===== src/rtl/cavlc_coeff_reader.sv =====
// rtl/cavlc_coeff_reader.sv - 16-entry CAVLC coefficient buffer: zigzag load, reverse-scan read, TotalCoeff.
// Optional: CAVLC_SKIP_TRAILING_ZEROS_EN starts the read at the highest nonzero index and drops all-zero blocks.
module cavlc_coeff_reader #(
  parameter int COEF_W = 16
) (
  input  logic                     clk,
  input  logic                     rst,
  input  logic                     in_valid,
  output logic                     in_ready,
  input  logic signed [COEF_W-1:0] in_coef,
  output logic                     out_valid,
  input  logic                     out_ready,
  output logic signed [COEF_W-1:0] out_coef,
  output logic [3:0]               out_idx,
  output logic                     out_last,
  output logic [4:0]               total_coeff,
  output logic                     busy,
  output logic                     blk_empty
);

  typedef enum logic {LOAD, READ} state_t;

  state_t                   state;
  logic [3:0]               wr_cnt;
  logic [3:0]               rd_idx;
  logic signed [COEF_W-1:0] mem [16];
  logic                     accept;
  logic                     xfer;
  logic                     nz;
  logic [4:0]               total_next;
  logic [3:0]               start_idx;
  logic                     drop;

  assign accept     = in_valid && in_ready;
  assign xfer       = out_valid && out_ready;
  assign nz         = (in_coef != '0);
  // The count restarts on the first coefficient of every block.
  assign total_next = ((wr_cnt == 4'd0) ? 5'd0 : total_coeff) + {4'd0, nz};

`ifdef CAVLC_SKIP_TRAILING_ZEROS_EN
  logic [3:0] last_nz;
  logic [3:0] last_nz_next;

  assign last_nz_next = nz ? wr_cnt : ((wr_cnt == 4'd0) ? 4'd0 : last_nz);
  assign start_idx    = last_nz_next;
  assign drop         = (total_next == 5'd0);
`else
  assign start_idx = 4'd15;
  assign drop      = 1'b0;
  assign blk_empty = 1'b0;
`endif

  assign out_coef = mem[rd_idx];
  assign out_idx  = rd_idx;

  always_ff @(posedge clk) begin
    if (accept) mem[wr_cnt] <= in_coef;
  end

  always_ff @(posedge clk) begin
    if (rst) begin
      state       <= LOAD;
      wr_cnt      <= 4'd0;
      rd_idx      <= 4'd0;
      total_coeff <= 5'd0;
      in_ready    <= 1'b1;
      out_valid   <= 1'b0;
      out_last    <= 1'b0;
      busy        <= 1'b0;
`ifdef CAVLC_SKIP_TRAILING_ZEROS_EN
      last_nz     <= 4'd0;
      blk_empty   <= 1'b0;
`endif
    end else begin
`ifdef CAVLC_SKIP_TRAILING_ZEROS_EN
      blk_empty <= 1'b0;
`endif
      case (state)
        LOAD: begin
          if (accept) begin
            wr_cnt      <= wr_cnt + 4'd1;
            total_coeff <= total_next;
`ifdef CAVLC_SKIP_TRAILING_ZEROS_EN
            last_nz     <= last_nz_next;
            if (wr_cnt == 4'd15 && drop) blk_empty <= 1'b1;
`endif
            if (wr_cnt == 4'd15 && !drop) begin
              state     <= READ;
              rd_idx    <= start_idx;
              in_ready  <= 1'b0;
              out_valid <= 1'b1;
              busy      <= 1'b1;
              out_last  <= (start_idx == 4'd0);
            end
          end
        end
        READ: begin
          if (xfer) begin
            if (rd_idx != 4'd0) begin
              rd_idx   <= rd_idx - 4'd1;
              out_last <= (rd_idx == 4'd1);
            end else begin
              state     <= LOAD;
              wr_cnt    <= 4'd0;
              in_ready  <= 1'b1;
              out_valid <= 1'b0;
              busy      <= 1'b0;
              out_last  <= 1'b0;
            end
          end
        end
        default: state <= LOAD;
      endcase
    end
  end

endmodule

===== config.mk =====
export PLATFORM = sky130hd
export DESIGN_NAME = cavlc_coeff_reader
export DESIGN_NICKNAME = d
export VERILOG_FILES = /design/src/rtl/cavlc_coeff_reader.sv
export SDC_FILE = /design/constraint.sdc
export NUM_CORES = 1
export LEC_CHECK = 0
export CORE_ASPECT_RATIO = 1.4
export CORE_MARGIN = 2
export CORE_UTILIZATION = 60
export DETAILED_ROUTE_END_ITERATION = 12
export PLACE_DENSITY = 0.89
export SYNTH_ARGS = -nofsm -noshare
export SYNTH_HDL_FRONTEND = slang
export SYNTH_SLANG_ARGS = --single-unit

===== constraint.sdc =====
create_clock -name clk -period 2.3 [get_ports clk]
set_input_delay 0.46 -clock clk [delete_from_list [all_inputs] [get_ports clk]]
set_output_delay 0.46 -clock clk [all_outputs]
set_load 0.005 [all_outputs]

* After elaboration in Yosys (flattened, before gate mapping)
Memory sizes are Yosys's and may differ from the RTL's. A register that Yosys moved wholly into a read port is not among the register bits. Index checks and enable logic that the tools add are counted.
Storage, ports and cells: flip-flop bits (word level) 17, RAM bits 256, bits of input ports 20, memories kept 1
Cells by class: $add $sub $neg 3, equal/unequal tests 7, mux-type cells 32, bitwise operators 1, reduce and logical (&&, ||, !) cells 10
Memory list:
- mem | depth 16, width 16, read ports 1, clocked after memory_dff 1, wr ports 1, RTL line 26 | logic signed [COEF_W-1:0] mem [16];
Operators by type and width (number):
- 4-bit two-way mux | 9
- 1-bit two-way mux | 16
- 4-bit one-hot mux with 2 select lines | 2
- 16-bit nonzero test | 1
- 1-bit one-hot mux with 2 select lines | 4
- 4-bit AND reduction | 2
- 2-bit inequality test, second input constant | 3
- 3-bit AND reduction | 2
- 5-bit by 1-bit adder with 5-bit output | 1
- 5-bit two-way mux | 1
- 4-bit by 1-bit adder with 4-bit output, second input constant | 1
- 4-bit by 1-bit == test with 1-bit output, second input constant | 1
- 4-bit == test, second input constant | 1
- 4-bit logical NOT | 1
- 2-bit by 1-bit inequality test with 1-bit output, second input constant | 2
- 4-bit nonzero test | 1
- 4-bit by 1-bit subtractor with 4-bit output, second input constant | 1
- 1-bit logical AND | 2
- 2-bit AND reduction | 1
- 1-bit NOT | 1

* Longest topological paths before layout
Gate-level depths: netlist of the first run.
depth after elaboration 6, gate-level depth with buffers 10, mapped depth without buffers 10

* Least setup slack after synthesis of the first run
OpenSTA, ideal clock, no wires.
path type register to register, from register wr_cnt[0], to register total_coeff[4], library setup time 0.071 ns, arrival time 1.934 ns, path slack 0.295 ns, stages on the path, launching flop included 11, path through dfxtp_1 > inv_1 > ha_1 > nor3b_1 > nor2b_1 > ha_1 > ha_1 > nand3_1 > and2b_1 > o21ai_0 > a21oi_1
Between the ends: cells in the longest elaborated chain, start to end 3
Ends and longest elaborated chain:
- from (decl) | RTL line 24 | logic [3:0] wr_cnt;
- from (signal assigned) | RTL line 81 | wr_cnt <= wr_cnt + 4'd1;
- 4-bit logical NOT | RTL line 38 | assign total_next = ((wr_cnt == 4'd0) ? 5'd0 : total_coeff) + {4'd0, nz};
- 5-bit two-way mux | RTL line 38
- 5-bit by 1-bit adder with 5-bit output | RTL line 38
- to (signal assigned) | RTL line 82 | total_coeff <= total_next;
- to (decl) | RTL line 16 | output logic [4:0] total_coeff,
No other way between the ends. A chain may end at the register's enable or synchronous reset.

==> flow_summary.json, run 1 <==
{
  "ir_worst_vdd_uv": 680.4,
  "reg2reg_to": "total_coeff[4]",
  "crit_top_cell": "buf_12",
  "synthToLayoutAreaGrowth_pct": 24.69,
  "cp.depth": 7,
  "path_cells": "buf_12 > buf_12 > buf_12 > mux4_2 > a22oi_2 > nand2_1 > buf_2",
  "grt_pass1_vias": 6407,
  "layout_common_cells": "edfxtp_1 (256), mux4_2 (63), buf_4 (46)",
  "gr-usage-met2": 0.4846,
  "endpoint_kind": "output pin",
  "worstSkewPairLatency_ns": 0.53,
  "hold_buffers": 0,
  "synth_nets": 564,
  "min-delay-path-class": "reg2reg",
  "drt_wl_total_mm": 28.22,
  "endpoint": "out_coef[5]",
  "core_area_um2": 17780,
  "root_buffer": "clkbuf_16",
  "ioPinCount": 50,
  "criticalPathCategory": "reg2out",
  "startpoint_type": "register",
  "p_per_area_nw_per_um2": 786.6,
  "dpl-instance-area_um2": 12060,
  "slowest_delay_ns": 0.51,
  "hold_violations": 0,
  "yosysWarningCount": 0,
  "leakagePower_nw": 4.353,
  "period_share": 1.183,
  "clk_pin_slew_worst_paths_ns": 0.07,
  "layout.nets": 693,
  "drc": 0,
  "ys_seq_area_frac": 0.7521,
  "detail_route.vias_per_cell": 6.716,
  "cts_sinks": 277,
  "critical-path-top-delay-family": "multiplexers",
  "num_rows": 58,
  "drtIter0Drc": 654,
  "grt_pass1_wl_mm": 40.79,
  "antenna_found_initial": 0,
  "ys_ff_latch": 277,
  "slowest_stage": "mux4_2",
  "holdWs_ns": 0.5000,
  "regToRegStartpoint": "wr_cnt[0]",
  "postRouteAntennaNets": 0,
  "track_usage": 0.3065,
  "portBuffers": 48,
  "relSlewSlack": 0.5634,
  "die_w_um": 117.3,
  "drv_slew": 0,
  "dr.pass1.iters": 5,
  "vias": 6206,
  "crit_required_ns": 1.84,
  "tightestPinTransition_ns": 0.6528,
  "wl_per_cell_um": 30.55,
  "syn_area_um2": 10780,
  "cts_tree": "yes",
  "status": "complete, but fails checks",
  "grt_setup_unrepaired": "true",
  "setup_viol": 16,
  "violations": "setup timing",
  "path_buf_inv": 4,
  "stdcell_area_um2": 13440,
  "clk_path_buf_depth": 3,
  "die_h_um": 162.6,
  "start_util": 0.6063,
  "synth_cells": 536,
  "arrival_ns": 2.26,
  "syn_avg_cell_area_um2": 20.11,
  "ff2ff_setup_slack_ns": 0.05,
  "cts_buffers": 25,
  "grt_max_degree": 25,
  "mostFrequentLayoutCell": "edfxtp_1",
  "layout_setup_ws_ns": -0.4211,
  "cap_violations": 0,
  "num_antenna_cells": 0,
  "busiest_layer": "met2",
  "synth_cell_type_count": 43,
  "overflow": 0,
  "r2r_cells": 9,
  "met1_usage": 0.4017,
  "max_freq_mhz": 367.5,
  "period_needed_ns": 2.721,
  "grt_util_met3": 0.07592,
  "dp_hpwl_mm": 14.75,
  "gp_congestion": 0.7850,
  "die_area_um2": 19070,
  "drive_above_1_share": 0.3655,
  "worst_clock_skew_ns": 0.01472,
  "htree_num_levels": 1,
  "crit_path_max_fanout": 7
}
==> through the flow <==
stage          setup slack (ns)  setup TNS, ns  total power [mW]  cells    util
2_1_floorplan            0.2953              0             5.774    536       -
3_3_place_gp            -0.6370         -3.736             5.974    851  0.6784
3_5_place_dp            -0.7149         -4.306             6.001    851  0.6784
4_1_cts                 -0.4449         -6.210             10.54    924  0.7524
5_1_grt                 -0.4875         -7.001             10.78    924  0.7560
6_report                -0.4211         -5.835             10.57    924  0.7560
==> per-layer routing <==
metal  wire length, um  up-vias  share of wire
li1                  -     2463              -
met1              9885     3182           0.35
met2             14290      483           0.51
met3              2906       78           0.10
met4              1147        0          0.041
met5                 0        -              0
==> registers in the layout (all words and copies together) (netlist names), named ones only <==
| name | flops |
|---|---|
| total_coeff | 5 |
| busy | 1 |
| mem | 256 |
| out_last | 1 |
| state | 1 |
| out_idx | 4 |
| wr_cnt | 4 |
| in_ready | 1 |
==> how the worst min path moves through the flow <==
stage	to	startpoint	slack (ns)	depth (start not counted)
2_1_floorplan	total_coeff[0]	total_coeff[0]	0.46	2
3_3_place_gp	total_coeff[0]	total_coeff[0]	0.46	2
3_5_place_dp	total_coeff[0]	total_coeff[0]	0.48	2
4_1_cts	total_coeff[0]	total_coeff[0]	0.50	2
5_1_grt	total_coeff[0]	total_coeff[0]	0.52	2
6_report	total_coeff[0]	total_coeff[0]	0.50	2
==> synth_stat cells, drive strengths merged <==
cell type	n	area share
and2	9	0.0052
and3b	1	0.00081
nand4	2	0.0012
a211oi	2	0.0014
a21oi	9	0.0042
nand3	8	0.0037
o21ai	5	0.0023
dfxtp	21	0.039
o21a	2	0.0014
mux2	2	0.0021
nand2	23	0.0080
nor4	4	0.0023
nor2b	4	0.0023
nor4b	1	0.00081
a221oi	1	0.00081
or4	2	0.0014
ha	8	0.0093
and2b	2	0.0014
or3b	1	0.00081
o21bai	1	0.00070
nor3b	3	0.0021
a31oi	2	0.0012
xor2	2	0.0016
buf	12	0.0092
edfxtp	256	0.71
inv	5	0.0017
conb	1	0.00035
a21o	1	0.00070
and3	1	0.00058
nand2b	4	0.0023
nor3	6	0.0032
a22oi	33	0.023
nor2	19	0.0066
clkbuf	17	0.0062
nand3b	2	0.0026
mux4	64	0.14
==> kinds of logic after synthesis <==
logic type | synth area share
other | 0.0003479
xor gates and xnor gates | 0.001625
muxes | 0.1386
buffers and inverters | 0.01706
and+or+nand+nor | 0.04538
AOI/OAI and AO/OA | 0.03563
DFF | 0.7521
adders and majority gates | 0.009285
==> worst register-to-register path, delay by kind of cell (launching register included) <==
family          cells  cell delay, ns
compound gates      1            0.17
fa+ha+maj           3            0.67
buf+inv             1            0.10
simple gates        4            0.87
flops               1            0.36
==> power by group <==
group	switching [mW]	internal (mW)
Sequential	0.0192	5.54
Clock	1.87	2.80
Combinational	0.199	0.145
==> final cells by class <==
type,count,area [um2]
Multi-Input combinational cell,225,2650
Fill cell,894,4338
Tap cell,240,300.3
Clock buffer,27,633.1
Inverter,5,18.77
Timing Repair Buffer,131,1440
Sequential cell,277,8115
Clock inverter,19,284.0
==> repair_timing <==
action / 4_1_cts / 5_1_grt
endpoints found under the setup margin: 18 / 18
cloned: 3 / 0
gates resized for setup: 111 / 25
pin swaps: 28 / 13
setup buffers: 25 / 3
(Power assumes the default switching activity.)
==> run 2, diff against run 1 <==
--- a/config.mk
+++ b/config.mk
@@ -5,11 +5,13 @@
 export SDC_FILE = /design/constraint.sdc
 export NUM_CORES = 1
 export LEC_CHECK = 0
+export CAP_MARGIN = 20
 export CORE_ASPECT_RATIO = 1.4
 export CORE_MARGIN = 2
 export CORE_UTILIZATION = 60
 export DETAILED_ROUTE_END_ITERATION = 12
 export PLACE_DENSITY = 0.89
+export SETUP_SLACK_MARGIN = 0.3
 export SYNTH_ARGS = -nofsm -noshare
 export SYNTH_HDL_FRONTEND = slang
 export SYNTH_SLANG_ARGS = --single-unit
==> run 2 against run 1 <==
The flow still finishes with violations (setup timing). Flip-flop and latch count did not move. Via count fell by 2.9%. Critical endpoint is now out_coef[2]. Largest power group unchanged. Global-route usage fell by 0.47 points. Cell count fell by 0.65%. Highest routed layer unchanged.
==> flow_summary.json, run 2 (synthesized netlist as in run 1, its figures left out) <==
{
  "cts_sinks": 277,
  "synthToLayoutAreaGrowth_pct": 24.63,
  "layout_setup_ws_ns": -0.4450,
  "holdWs_ns": 0.3399,
  "violations": "setup timing",
  "overflow": 0,
  "leakagePower_nw": 4.341,
  "p_per_area_nw_per_um2": 736.6,
  "grt_pass1_vias": 6350,
  "htree_num_levels": 1,
  "slowest_delay_ns": 0.53,
  "dr.pass1.iters": 5,
  "critical-path-top-delay-family": "buffers and inverters",
  "stdcell_area_um2": 13440,
  "die_h_um": 162.6,
  "mostFrequentLayoutCell": "edfxtp_1",
  "status": "complete, but fails checks",
  "seq_power_share": 0.562,
  "num_rows": 58,
  "worstSkewPairLatency_ns": 0.51,
  "clock_power_share": 0.401,
  "slowest_stage": "mux4_2",
  "arrival_ns": 2.29,
  "drv_slew": 0,
  "criticalPathCategory": "reg2out",
  "min-delay-path-class": "in2reg",
  "die_area_um2": 19070,
  "cts_tree": "yes",
  "crit_path_max_fanout": 4,
  "die_w_um": 117.3,
  "tightestPinTransition_ns": 0.7141,
  "wl_per_cell_um": 30.42,
  "grt_setup_unrepaired": "true",
  "cap_violations": 0,
  "cts_buffers": 24,
  "path_cells": "buf_6 > buf_12 > buf_16 > buf_12 > mux4_2 > a22oi_2 > nand2_1 > buf_2",
  "setup_viol": 16,
  "power.switching_mw": 1.980,
  "switching_share": 0.2000,
  "path_buf_inv": 5,
  "drt_wl_total_mm": 27.93,
  "gp_congestion": 0.7706,
  "fin_setup_tns_ns": -5.749,
  "track_usage": 0.3018,
  "detail_route.vias_per_cell": 6.565,
  "grt_max_degree": 27,
  "pre_cts_ws_ns": -0.4650,
  "top_regs": "mem x256, total_coeff x5",
  "drtIter0Drc": 701,
  "fillers": 901,
  "layout.nets": 689,
  "clk_pin_slew_worst_paths_ns": 0.07,
  "largest_register_ffs": 256,
  "p_int_mw": 7.917,
  "crit_required_ns": 1.84,
  "hold_buffers": 0,
  "hold_violations": 0,
  "grt_pass1_wl_mm": 40.19,
  "fin_total_pwr_mw": 9.897,
  "core_area_um2": 17780,
  "antenna_found_initial": 0,
  "vias": 6027,
  "dpl-instance-area_um2": 12120,
  "drc": 0,
  "worst_clock_skew_ns": 0.01057,
  "combPwrFrac": 0.037,
  "portBuffers": 48,
  "ioPinCount": 50,
  "relSlewSlack": 0.5224,
  "postRouteAntennaNets": 0,
  "root_buffer": "clkbuf_16",
  "crit_top_cell": "buf_12",
  "regMostFlops": "mem",
  "period_needed_ns": 2.745,
  "ir_worst_vdd_uv": 674.2,
  "start_util": 0.6063,
  "num_antenna_cells": 0,
  "drive_above_1_share": 0.3687,
  "dp_hpwl_mm": 14.10,
  "period_share": 1.193,
  "clk_path_buf_depth": 3,
  "max_freq_mhz": 364.3,
  "startpoint_type": "register",
  "layout_common_cells": "edfxtp_1 (256), mux4_2 (63), buf_12 (35)",
  "endpoint_kind": "output pin"
}
-- run 2: cell count changes in the layout (fill, tap and decap cells not counted), sizes merged, moves of 3 or more --
cell           previous run  this run
clkdlybuf4s50            32        23
clkinvlp                  3         0
bufinv                    7         2
clkbuf                   27        30
clkinv                    7        11
buf                      99        96
dlygate4sd2               0         7
-- run 2: power groups by stage --
stage | Combinational (mW) | Sequential, mW | Clock [mW]
floorplan | 0.107 | 5.67 | 0
global placement | 0.311 | 5.66 | 0
detailed placement | 0.329 | 5.67 | 0
CTS | 0.338 | 5.56 | 3.94
global route | 0.384 | 5.56 | 4.16
finish | 0.364 | 5.56 | 3.97
-- run 2: metrics by stage --
step,std cells,utilization
6_report,918,0.7557
5_1_grt,918,0.7557
4_1_cts,914,0.7476
3_5_place_dp,846,0.6815
3_3_place_gp,846,0.6815
2_1_floorplan,536,-
-- run 2: repair_timing --
action                     4_1_cts  5_1_grt
setup endpoints to repair       20       26
buffers inserted                22        4
gates cloned                     3        0
pin swaps                       33       14
hold endpoints to repair         0        0
resized for setup              119       33
-- run 2: path summary, 6_finish.rpt --
path,start,endpoint,slack (ns),cells past startpoint
min reg2reg,out_last,out_last,0.49,2
max reg2reg,wr_cnt[0],total_coeff[3],0.27,10
max,register,out_coef[2],-0.45,8
min,in_coef[10],mem[15][10],0.34,1
-- run 2: metal layers --
| metal | track usage | vias up | wire (um) | share of wire |
|---|---|---|---|---|
| met5 | 0 | - | 0 | 0 |
| met4 | 0.1027 | 0 | 998 | 0.036 |
| met3 | 0.04950 | 78 | 2490 | 0.089 |
| met2 | 0.5188 | 425 | 14930 | 0.53 |
| met1 | 0.3921 | 3067 | 9509 | 0.34 |
| li1 | - | 2457 | - | - |
-- run 2: area by class of cell --
type,instances,area (um2),share of cell area
Clock buffer,30,644.4,0.04796
Clock inverter,13,117.6,0.008754
Inverter,5,21.27,0.001583
Multi-Input combinational cell,225,2686,0.1999
Sequential cell,277,8119,0.6043
Tap cell,240,300.3,0.02235
Timing Repair Buffer,128,1546,0.1151
==> run 3, diff against run 2 <==
--- a/config.mk
+++ b/config.mk
@@ -8,9 +8,10 @@
 export CAP_MARGIN = 20
 export CORE_ASPECT_RATIO = 1.4
 export CORE_MARGIN = 2
-export CORE_UTILIZATION = 60
+export CORE_UTILIZATION = 54
+export CTS_BUF_LIST = sky130_fd_sc_hd__clkbuf_16
 export DETAILED_ROUTE_END_ITERATION = 12
-export PLACE_DENSITY = 0.89
+export PLACE_DENSITY = 0.85
 export SETUP_SLACK_MARGIN = 0.3
 export SYNTH_ARGS = -nofsm -noshare
 export SYNTH_HDL_FRONTEND = slang
==> constraint.sdc (replaced) <==
create_clock -name clk -period 2.4 [get_ports clk]
set_input_delay 0.48 -clock clk [delete_from_list [all_inputs] [get_ports clk]]
set_output_delay 0.48 -clock clk [all_outputs]
set_load 0.005 [all_outputs]
==> run 3 against run 2 <==
The flow still finishes with violations (setup timing). Critical path depth fell by 1. Count of clock-buffer cells in the layout fell by 4. Sequential power fell by 4.1%. First-iteration DRC count rose by 8.1%. Hold slack got worse by 0.078 ns. Flip-flop and latch count did not move. Wire length fell by 4.4%. Non-clock buffer count rose by 18. Via count barely moved. Worst setup slack improved by 0.042 ns. Total power fell by 5.9%. Largest power group unchanged. Design area rose by 0.96%.
==> flow_summary.json, run 3 (synthesized netlist as in run 1, its figures left out) <==
{
  "power.switching_mw": 1.884,
  "drt_wl_total_mm": 26.69,
  "wl_per_cell_um": 28.06,
  "arrival_ns": 2.32,
  "antenna_found_initial": 1,
  "drtIter0Drc": 758,
  "grt_max_degree": 26,
  "path_cells": "buf_6 > buf_12 > buf_16 > mux4_2 > a22oi_2 > nand2_2 > buf_6",
  "drive_above_1_share": 0.3725,
  "layout.nets": 708,
  "violations": "setup timing",
  "p_per_area_nw_per_um2": 686.5,
  "crit_path_max_fanout": 8,
  "switching_share": 0.2023,
  "postRouteAntennaNets": 0,
  "layout_setup_ws_ns": -0.4034,
  "largest_register_ffs": 256,
  "track_usage": 0.2588,
  "die_w_um": 123.4,
  "crit_top_cell": "buf_6",
  "tightestPinTransition_ns": 0.6567,
  "regToRegStartpoint": "wr_cnt[1]",
  "dp_hpwl_mm": 13.99,
  "die_area_um2": 21130,
  "startpoint_type": "register",
  "ir_worst_vdd_uv": 491.3,
  "final_core_util": 0.6888,
  "holdWs_ns": 0.2621,
  "htree_num_levels": 1,
  "criticalPathCategory": "reg2out",
  "drv_slew": 0,
  "worst_clock_skew_ns": 0.01536,
  "cts_sinks": 277,
  "start_util": 0.5475,
  "relSlewSlack": 0.5608,
  "portBuffers": 48,
  "vias": 6031,
  "grt_pass1_wl_mm": 38.78,
  "p_int_mw": 7.428,
  "min_from": "in_coef[3]",
  "grt_setup_unrepaired": "true",
  "top_regs": "mem x256, total_coeff x5",
  "period_share": 1.168,
  "period_needed_ns": 2.803,
  "dpl-instance-area_um2": 12090,
  "stdcell_area_um2": 13560,
  "pre_cts_ws_ns": -0.5269,
  "fin_setup_tns_ns": -5.425,
  "combPwrFrac": 0.038,
  "worstSkewPairLatency_ns": 0.52,
  "hold_violations": 0,
  "num_rows": 61,
  "cap_violations": 0,
  "setup_viol": 16,
  "dr.pass1.iters": 5,
  "detail_route.vias_per_cell": 6.342,
  "grt_pass1_vias": 6283,
  "crit_required_ns": 1.92,
  "drc": 0,
  "overflow": 0,
  "gp_congestion": 0.8038,
  "status": "complete, but fails checks",
  "slowest_delay_ns": 0.52,
  "max_freq_mhz": 356.7,
  "clk_pin_slew_worst_paths_ns": 0.07,
  "cts_buffers": 25,
  "ioPinCount": 50,
  "regMostFlops": "mem",
  "mostFrequentLayoutCell": "edfxtp_1",
  "synthToLayoutAreaGrowth_pct": 25.82,
  "slowest_stage": "mux4_2",
  "leakagePower_nw": 4.459,
  "endpoint_kind": "output pin",
  "core_area_um2": 19690,
  "die_h_um": 171.2,
  "seq_power_share": 0.572,
  "layout_common_cells": "edfxtp_1 (256), mux4_2 (62), buf_4 (46)",
  "clock_power_share": 0.390,
  "min-delay-path-class": "in2reg",
  "cts_tree": "yes",
  "clk_path_buf_depth": 3,
  "root_buffer": "clkbuf_16"
}
[run 3: cell types whose count changed in the layout (fill, tap and decap cells not counted), moves of 4 or more]
cell,delta
buf_6,+11
buf_12,-7
inv_1,+7
dfxtp_2,-4
clkdlybuf4s50_1,+5
buf_4,+14
dlygate4sd2_1,-7
clkbuf_1,-5
[run 3: layout make-up]
class                   count  area, um2
repair buffers            146       1682
multi-input cells         225       2690
flip-flops and latches    277       8118
fillers                  1152       6127
diodes                      1      2.502
inverters                   5      21.27
clock inverters            19      85.08
clock buffers              26      650.6
well taps                 252      315.3
[run 3: path summary, 6_finish.rpt]
kind                                       end  slack, ns  cells after the start
worst max-delay path              out_coef[15]      -0.40                      7
worst min-delay path                mem[12][3]       0.26                      1
worst max register to register  total_coeff[4]       0.34                      9
worst min register to register        out_last       0.50                      2
[run 3: power groups by stage]
stage          clock [mW]  combinational (mW)  sequential [mW]
6_report             3.63               0.350             5.33
5_1_grt              3.82               0.372             5.33
4_1_cts              3.62               0.321             5.33
3_5_place_dp            0               0.318             5.43
3_3_place_gp            0               0.303             5.43
2_1_floorplan           0               0.102             5.43
[run 3: metal layers]
metal	part of all wire	routed length [um]	global-route usage
met1	0.36	9642	0.3227
met2	0.54	14320	0.4548
met3	0.061	1620	0.02951
met4	0.041	1107	0.1141
met5	0	0	0
[run 3: worst max-delay path: cells and delay by family (launching register included)]
family / cells / cell delay (ns)
multiplexers: 1 / 0.52
AND/OR/NAND/NOR: 1 / 0.11
buffers and inverters: 4 / 0.52
flip-flops: 1 / 0.48
AO/OA/AOI/OAI: 1 / 0.18
[run 3: per-stage QoR]
step                      cells  power (mW)
after CTS                   942       9.269
after detailed placement    862       5.751
after global routing        951       9.520
final                       951       9.312
after global placement      862       5.731
after floorplan             536       5.533
[run 3: timing repair]
| item | 4_1_cts | 5_1_grt |
|---|---|---|
| pin swaps | 33 | 14 |
| hold buffers | 0 | 0 |
| setup buffers | 31 | 8 |
| gates cloned | 4 | 0 |
| resized for setup | 133 | 28 |
| setup endpoints to repair | 20 | 18 |
